<file path="config.mk">
export PLATFORM = sky130hd
export DESIGN_NAME = c2c_w_arb_flat
export DESIGN_NICKNAME = d
export VERILOG_FILES = /design/src/rtl/c2c_w_arb_if.sv /design/src/rtl/c2c_w_arb.sv /design/src/flat_wrapper.sv
export SDC_FILE = /design/constraint.sdc
export NUM_CORES = 1
export LEC_CHECK = 0
export BUFFER_PORTS_ARGS = -buffer_cell sky130_fd_sc_hd__buf_2
export CAP_MARGIN = 20
export CELL_PAD_IN_SITES_DETAIL_PLACEMENT = 1
export CELL_PAD_IN_SITES_GLOBAL_PLACEMENT = 2
export CORE_ASPECT_RATIO = 0.8
export CORE_UTILIZATION = 13
export CTS_CLUSTER_DIAMETER = 120
export DETAILED_ROUTE_END_ITERATION = 12
export PLACE_DENSITY_LB_ADDON = 0.1
export SLEW_MARGIN = 20
export SYNTH_ARGS = -nofsm -noshare
export SYNTH_HDL_FRONTEND = slang
export SYNTH_SLANG_ARGS = --single-unit
export TNS_END_PERCENT = 30
</file>
<file path="constraint.sdc">
create_clock -name clk -period 4.12 [get_ports clk]
set_clock_uncertainty 0.15 [all_clocks]
set_input_delay 0.824 -clock clk [delete_from_list [all_inputs] [get_ports clk]]
set_output_delay 0.824 -clock clk [all_outputs]
set_load 0.005 [all_outputs]
</file>
<file path="src/rtl/c2c_w_arb_if.sv">
// rtl/c2c_w_arb_if.sv - pipeline width package and c2c_w write-port interface
package pipeline;
  localparam int XLEN = 32;
endpackage

interface c2c_w;
  import pipeline::*;
  logic              we;
  logic [XLEN/8-1:0] sel;
  logic [XLEN-1:0]   addr;
  logic [XLEN-1:0]   data;
  logic              ack;

  modport master (output we, sel, addr, data, input ack);
  modport slave  (input we, sel, addr, data, output ack);
endinterface

</file>
<file path="src/rtl/c2c_w_arb.sv">
// rtl/c2c_w_arb.sv - two-requester write-port arbiter (round-robin or fixed priority)
module c2c_w_arb #(
  parameter bit RR = 1'b1
) (
  input  logic clk,
  input  logic reset_n,
  c2c_w.slave  m0,
  c2c_w.slave  m1,
  c2c_w.master s,
  output logic busy,
  output logic gnt
);

  typedef enum logic {IDLE, BUSY} state_e;

  state_e state_q, state_d;
  logic   gnt_q, gnt_d;
  logic   prio_q, prio_d;
  logic   winner;
  logic   gnt_we;

  // Contention goes to prio (round-robin) or m0 (fixed); a lone requester always wins.
  always_comb begin
    if (m0.we && m1.we) winner = RR ? prio_q : 1'b0;
    else                winner = m1.we && !m0.we;
  end

  assign gnt_we = gnt_q ? m1.we : m0.we;

  always_ff @(posedge clk or negedge reset_n) begin
    if (!reset_n) begin
      state_q <= IDLE;
      gnt_q   <= 1'b0;
      prio_q  <= 1'b0;
    end else begin
      state_q <= state_d;
      gnt_q   <= gnt_d;
      prio_q  <= prio_d;
    end
  end

  always_comb begin
    state_d = state_q;
    gnt_d   = gnt_q;
    prio_d  = prio_q;
    case (state_q)
      IDLE: begin
        if (m0.we || m1.we) begin
          state_d = BUSY;
          gnt_d   = winner;
        end
      end
      BUSY: begin
        if (s.ack) begin
          state_d = IDLE;
          if (RR) prio_d = ~gnt_q;
        end else if (!gnt_we) begin
          state_d = IDLE;
        end
      end
      default: state_d = IDLE;
    endcase
  end

  // s.ack only reaches the requester acks, never the s-side outputs.
  assign busy   = (state_q == BUSY);
  assign gnt    = gnt_q;
  assign s.we   = busy && gnt_we;
  assign s.sel  = gnt_q ? m1.sel  : m0.sel;
  assign s.addr = gnt_q ? m1.addr : m0.addr;
  assign s.data = gnt_q ? m1.data : m0.data;
  assign m0.ack = busy && !gnt_q && s.ack;
  assign m1.ack = busy &&  gnt_q && s.ack;

endmodule
</file>
<file path="src/flat_wrapper.sv">
// flat-port wrapper written by rule: the top's interface ports become plain ports
module c2c_w_arb_flat 
#(
  parameter bit RR = 1'b1
)
  (clk, reset_n, busy, gnt, m0_we, m0_sel, m0_addr, m0_data, m0_ack, m1_we, m1_sel, m1_addr, m1_data, m1_ack, s_we, s_sel, s_addr, s_data, s_ack);
  c2c_w m0_i ();
  c2c_w m1_i ();
  c2c_w s_i ();
  input  logic clk;
  input  logic reset_n;
  output logic busy;
  output logic gnt;
  input wire logic [$bits(m0_i.we)-1:0] m0_we;
  input wire logic [$bits(m0_i.sel)-1:0] m0_sel;
  input wire logic [$bits(m0_i.addr)-1:0] m0_addr;
  input wire logic [$bits(m0_i.data)-1:0] m0_data;
  output wire logic [$bits(m0_i.ack)-1:0] m0_ack;
  input wire logic [$bits(m1_i.we)-1:0] m1_we;
  input wire logic [$bits(m1_i.sel)-1:0] m1_sel;
  input wire logic [$bits(m1_i.addr)-1:0] m1_addr;
  input wire logic [$bits(m1_i.data)-1:0] m1_data;
  output wire logic [$bits(m1_i.ack)-1:0] m1_ack;
  output wire logic [$bits(s_i.we)-1:0] s_we;
  output wire logic [$bits(s_i.sel)-1:0] s_sel;
  output wire logic [$bits(s_i.addr)-1:0] s_addr;
  output wire logic [$bits(s_i.data)-1:0] s_data;
  input wire logic [$bits(s_i.ack)-1:0] s_ack;
  assign m0_i.we = m0_we;
  assign m0_i.sel = m0_sel;
  assign m0_i.addr = m0_addr;
  assign m0_i.data = m0_data;
  assign m0_ack = m0_i.ack;
  assign m1_i.we = m1_we;
  assign m1_i.sel = m1_sel;
  assign m1_i.addr = m1_addr;
  assign m1_i.data = m1_data;
  assign m1_ack = m1_i.ack;
  assign s_we = s_i.we;
  assign s_sel = s_i.sel;
  assign s_addr = s_i.addr;
  assign s_data = s_i.data;
  assign s_i.ack = s_ack;
  c2c_w_arb #(.RR(RR)) u_core (.clk(clk), .reset_n(reset_n), .m0(m0_i), .m1(m1_i), .s(s_i), .busy(busy), .gnt(gnt));
endmodule
</file>
After elaboration in Yosys (flattened, before gate mapping)
Index checks and enable logic that the tools add are counted.
{"block": "word_totals", "regBits": 3, "input_bits": 141, "out_inout_bits": 73, "word_cells": 26}
{"block": "op_classes", "n_mux": 9, "bitwise": 2, "n_reduce_logical": 12}
{"cell": "32-bit two-way mux", "count": 2}
{"cell": "1-bit logical AND", "count": 7}
{"cell": "1-bit two-way mux", "count": 5}
{"cell": "4-bit two-way mux", "count": 1}
{"cell": "2-bit AND reduction", "count": 2}
{"cell": "1-bit zero test", "count": 2}
{"cell": "1-bit inverter", "count": 2}
{"cell": "1-bit case mux with 2 select lines", "count": 1}
{"cell": "1-bit logical OR", "count": 1}

Logic depth before layout (Yosys ltp)
Gate-level depths: netlist of the first run.
{"block": "depth", "ltp_word": 4, "mapped_depth": 4, "mapped_depth_nobuf": 2}

Worst setup path before layout of the first run
Ideal clock, no wire load.
{"block": "synth_timing", "path_kind": "input-to-output", "from": "input port m0_addr[0]", "to": "output port s_addr[0]", "arrival_ps": 1079, "required_time_ps": 3146, "slack_ps": 2067, "cell_stages": 1, "n_path_buf": 0, "cell_sequence": "mux2_4"}
{"block": "synth_via", "elab_chain_len": 1}
{"item": "start, declared", "line_no": "flat_wrapper.sv:16", "source": "input wire logic [$bits(m0_i.addr)-1:0] m0_addr;"}
{"item": "32-bit two-way mux", "line_no": "c2c_w_arb.sv:70", "source": "assign s.addr = gnt_q ? m1.addr : m0.addr;"}
{"item": "end, declared", "line_no": "flat_wrapper.sv:26", "source": "output wire logic [$bits(s_i.addr)-1:0] s_addr;"}
Every way passes these cells.

Worst setup path in the final report of the first run
{"block": "layout_timing", "from": "register u_core.gnt_q (netlist: u_core.gnt)", "to": "output port s_sel[1]"}
{"block": "layout_via", "elab_chain_len": 1}
{"item": "start, declared", "line_no": "c2c_w_arb.sv:17", "source": "logic gnt_q, gnt_d;"}
{"item": "start signal, assigned", "line_no": "c2c_w_arb.sv:37", "source": "gnt_q <= gnt_d;"}
{"item": "4-bit two-way mux", "line_no": "c2c_w_arb.sv:69", "source": "assign s.sel = gnt_q ? m1.sel : m0.sel;"}
{"item": "end, declared", "line_no": "flat_wrapper.sv:25", "source": "output wire logic [$bits(s_i.sel)-1:0] s_sel;"}
Every way passes these cells.

==> results.toml, run 1 <==
[cells_and_area]
utilization_pct = 26.9
area_growth_pct = 100
drive_gt1_share_pct = 94.7
fin_nets = 444
antenna_cells = 0
finalNonFillerCells = 417
final_common_cell = "buf_2"
layout_common_cells = "buf_2 (213), mux2_4 (56), mux2_2 (12)"

[sta]
finalHoldViolCount = 0
maxSlewHeadroom_pct = 62.5
grt_setup_unrepaired = "false"
finalSetupViolations = 0
finalHoldWorstSlack_ps = 242
period_share_pct = 69.4
period_needed_ps = 2860
drv_slew = 0
tightest_slew_ps = 562
fmax_ghz = 0.350
setup_tns_ps = 0

[logic_synthesis]
ys_seq_area_share_pct = 6.12
postSynthCellCount = 92
synth.largest_area_cell = "mux2_4"
ys_warn_count = 0
netlist.area_leader.share_pct = 68.6
yosys_register_bits = 3
synth_area_sq_mm = 0.00123
synth_cell_types = 14
ys_top_cells_by_area = "mux2_4 (69%), mux2_2 (11%), buf_6 (6.4%)"
avgSynthCellArea_sq_um = 13.3
syn-num-nets = 233

[die]
die_x_microns = 111
rows = 31
io_pins = 214
core_sq_mm = 0.00911
start_util_pct = 13.5
die_area_sq_mm = 0.00983
die_h_microns = 88.9

[cts]
clock-root-buffer = "clkbuf_16"
cts_made_buffers = 3
htreeDepth = 1
clkSinkCount = 3
cts_resized = 0
clockBufferDepth = 2
postCtsHoldBufs = 0
clock_latency_ps = 220
cts_tree = "done"
clkSlewWorstSetupHoldPaths_ps = 30
cts_setup_buffers = 0

[routing]
routed_via_density = 3.82
postRouteAntennaNets = 0
routed_wirelength_microns = 5720
drc_errors = 0
dr.pass1.iters = 2
dr.first_iter.drc_count = 15
route.vias.total = 1594
wire_per_inst_microns = 13.7

[power]
power_density_mw_per_mm2 = 427
p_total_w = 0.00105
p_leak_nw = 1.48
ir_worst_vdd_mv = 0.167

[worst_setup_path]
cpMaxStageDelayCell = "dfrtp_4"
cp.arrival_ps = 1890
critPathRequiredTime_ps = 3150
end_kind = "output port"
slowest_delay_ps = 770
crit_fanout = 46
crit_chain = "buf_12, mux2_2, buf_2"
path_class = "flip-flop to output port"
worstSetupStartpointType = "flip-flop"

[place]
port_buffers = 213
place_congestion = 0.703
dpl.hpwl_microns = 5010
dp.cells = 413

[grt]
antenna_found_initial = 0
gr-usage-met2_pct = 19.9
gr-usage-all-layers_pct = 10.5
overflow = 0
grt_pass1_vias = 1558
grt_max_degree = 47
grt_pass1_wl_microns = 8200
grtUsageMet1_pct = 12.5
busiest_layer = "met2"
grt.met3_usage_pct = 2.26

[status]
outcome = "finished clean"

[hold_path]
hp-class = "primary input to async pin"

[run]
cap_violations = 0
[metrics by stage]
step | cell area (sq um) | setup slack, ps
3_5_place_dp | 2380 | 1460
5_1_grt | 2450 | 1160
2_1_floorplan | 1230 | 2070
6_report | 2450 | 1260
3_3_place_gp | 2380 | 1460
4_1_cts | 2450 | 1220
[synth_stat cells (all sizes together)]
cell	instances
a21boi	1
a21o	1
a2bb2oi	2
and3	1
and3b	1
buf	8
dfrtp	3
mux2	68
mux2i	1
nand2	2
nor2b	3
o21bai	1
[flip-flops by register name, summed over array words and instances, names as in the netlist]
| name | flops |
|---|---|
| u_core.gnt | 1 |
| u_core.prio_q | 1 |
| u_core.busy | 1 |
[logic make-up (layout without fill, tap and decap cells)]
logic type	count (synthesis)	count (layout)	share of synthesized area, %
buffers and inverters	8	218	6.84
muxes	69	69	80.4
DFF	3	3	6.12
AOI/OAI and AO/OA	5	5	3.27
and+or+nand+nor	7	7	3.37
[per-layer routing]
layer	part of all wire, %	wire length (microns)	vias to the layer above
li1	-	-	765
met5	0	0	-
met3	6.8	388	2
met4	0.14	8	0
met1	40	2310	724
met2	53	3020	103
[area by class of cell]
| cell class | count | area, sq um |
|---|---|---|
| Fill cell | 1125 | 6660 |
| Timing Repair Buffer | 214 | 1090 |
| Multi-Input combinational cell | 81 | 1070 |
| Tap cell | 115 | 144 |
| Sequential cell | 3 | 78.8 |
| Clock buffer | 4 | 78.8 |
[final timing paths]
check | start | to | slack (ps) | cells past startpoint
min in group clk | u_core.prio_q | u_core.prio_q | 340 | 1
min | reset_n | u_core.busy | 240 | 1
max reg2reg | u_core.gnt | u_core.prio_q | 2330 | 3
max in group asynchronous | reset_n | u_core.gnt | 3450 | 1
min reg2reg | u_core.prio_q | u_core.prio_q | 340 | 1
max | u_core.gnt | s_sel[1] | 1260 | 3
[where the power goes]
part / total [W] / internal, W / switching, W / leakage, nW
clock network: 0.000153 / 0.000128 / 0.0000257 / 0.0382
logic: 0.000775 / 0.000513 / 0.000262 / 1.41
registers: 0.000119 / 0.0000434 / 0.0000761 / 0.0349
[critical path, delay by kind of cell, from the launching register on]
kind | cells | cell delay (ps)
buf+inv | 2 | 490
flops | 1 | 770
mux | 1 | 370
Note: power is estimated with default switching activity, not from simulation.
==> inputs of run 2 (changes only) <==
--- a/config.mk
+++ b/config.mk
@@ -10,7 +10,7 @@
 export CELL_PAD_IN_SITES_DETAIL_PLACEMENT = 1
 export CELL_PAD_IN_SITES_GLOBAL_PLACEMENT = 2
 export CORE_ASPECT_RATIO = 0.8
-export CORE_UTILIZATION = 13
+export CORE_UTILIZATION = 12
 export CTS_CLUSTER_DIAMETER = 120
 export DETAILED_ROUTE_END_ITERATION = 12
 export PLACE_DENSITY_LB_ADDON = 0.1
==> constraint.sdc (replaced) <==
create_clock -name clk -period 3 [get_ports clk]
set_clock_uncertainty 0.15 [all_clocks]
set_input_delay 0.6 -clock clk [delete_from_list [all_inputs] [get_ports clk]]
set_output_delay 0.6 -clock clk [all_outputs]
set_load 0.005 [all_outputs]
==> run 2 against run 1 <==
Effect of this change: sequential power decreased by 3%; first-iteration DRC count shrank 27%; hold slack worse by 220 ps; critical path type unchanged; largest cell class unchanged; highest routed layer unchanged.
==> results.toml, run 2 (same netlist as run 1, synthesis figures left out) <==
[worst_setup_path]
slowest_delay_ps = 580
cpMaxStageDelayCell = "dfrtp_4"
crit_fanout = 41
critPathRequiredTime_ps = 2250
crit_chain = "buf_12, mux2_2, buf_2"
cp.arrival_ps = 1640
worstSetupStartpointType = "flip-flop"
path_class = "flip-flop to output port"
end_kind = "output port"

[cts]
cts_made_buffers = 3
postCtsHoldBufs = 0
clock-root-buffer = "clkbuf_16"
clockBufferDepth = 2
cts_resized = 0
cts_tree = "done"
clkSinkCount = 3
htreeDepth = 1
clkSlewWorstSetupHoldPaths_ps = 30
clock_latency_ps = 220
cts_setup_buffers = 0

[cells_and_area]
drive_gt1_share_pct = 94.7
fin_nets = 446
antenna_cells = 0
final_common_cell = "buf_2"
area_growth_pct = 104
layout_common_cells = "buf_2 (213), mux2_4 (56), mux2_2 (12)"

[grt]
gr-usage-all-layers_pct = 9.34
antenna_found_initial = 0
grt_max_degree = 42
overflow = 0
grt_pass1_wl_microns = 7820
grt_pass1_vias = 1489

[place]
port_buffers = 213
place_congestion = 0.671
dpl.hpwl_microns = 4960

[routing]
routed_wirelength_microns = 5560
dr.pass1.iters = 3
met3_length_microns = 501
drc_errors = 0
routed_via_density = 3.59
wl_met1_microns = 1970
postRouteAntennaNets = 0
route.vias.total = 1579
topRoutingLayerUsed = "met4"
wire_per_inst_microns = 12.6
routed-wl-met2_microns = 3030
dr.first_iter.drc_count = 11

[die]
core_sq_mm = 0.00977
io_pins = 214
die_area_sq_mm = 0.0106
die_x_microns = 115
rows = 32
start_util_pct = 12.6
die_h_microns = 92.4

[hold_path]
hp-class = "primary input to async pin"

[sta]
maxSlewHeadroom_pct = 80.7
finalHoldWorstSlack_ps = 18.1
finalSetupViolations = 0
period_needed_ps = 2390
setup_tns_ps = 0
finalHoldViolCount = 0
drv_slew = 0
grt_setup_unrepaired = "false"
tightest_slew_ps = 290
period_share_pct = 79.6
fmax_ghz = 0.419

[power]
power_density_mw_per_mm2 = 579
ir_worst_vdd_mv = 0.211
p_leak_nw = 1.49

[run]
cap_violations = 0

[status]
outcome = "finished clean"
[run 2: through the flow]
step                      power [W]  instances  cell area, sq um  utilization, %  setup WS, ps
after floorplan            0.000880         92              1230               -          1250
after global placement      0.00127        436              2420            24.7           834
after detailed placement    0.00126        436              2420            24.7           822
after CTS                   0.00148        440              2500            25.6           585
after global routing        0.00156        440              2500            25.6           535
final                       0.00144        440              2500            25.6           613
[run 2: cell type report]
type / count / area, sq um
fillers: 1209 / 7270
repair buffers: 216 / 1100
multi-input cells: 81 / 1070
well taps: 136 / 170
flip-flops and latches: 3 / 78.8
clock buffers: 4 / 78.8
[run 2: where the power goes]
part | total, W | leakage [nW] | internal (W) | switching (W)
clock | 0.000210 | 0.0382 | 0.000175 | 0.0000349
sequential | 0.000115 | 0.0349 | 0.0000607 | 0.0000542
combinational | 0.00112 | 1.42 | 0.000715 | 0.000404
total | 0.00144 | 1.49 | 0.000951 | 0.000493
[run 2: worst max-delay path, delay by kind of cell, from the launching register on]
family / cells / cell delay (ps)
DFF: 1 / 580
buffers and inverters: 2 / 450
muxes: 1 / 370
[run 2: final timing paths]
path / start / end / depth (start not counted) / slack, ps
max: u_core.gnt / s_addr[31] / 3 / 610
min: reset_n / u_core.gnt / 1 / 20
max reg2reg: u_core.gnt / u_core.prio_q / 3 / 1520
min reg2reg: u_core.prio_q / u_core.prio_q / 1 / 350
max in group asynchronous: reset_n / u_core.gnt / 1 / 2560
min in group clk: u_core.prio_q / u_core.prio_q / 1 / 350
[run 2: metal layers]
layer,GRT usage [%],vias up
met5,0,-
met4,2.92,0
met3,1.51,4
met2,18.2,84
met1,10.1,720
li1,-,771
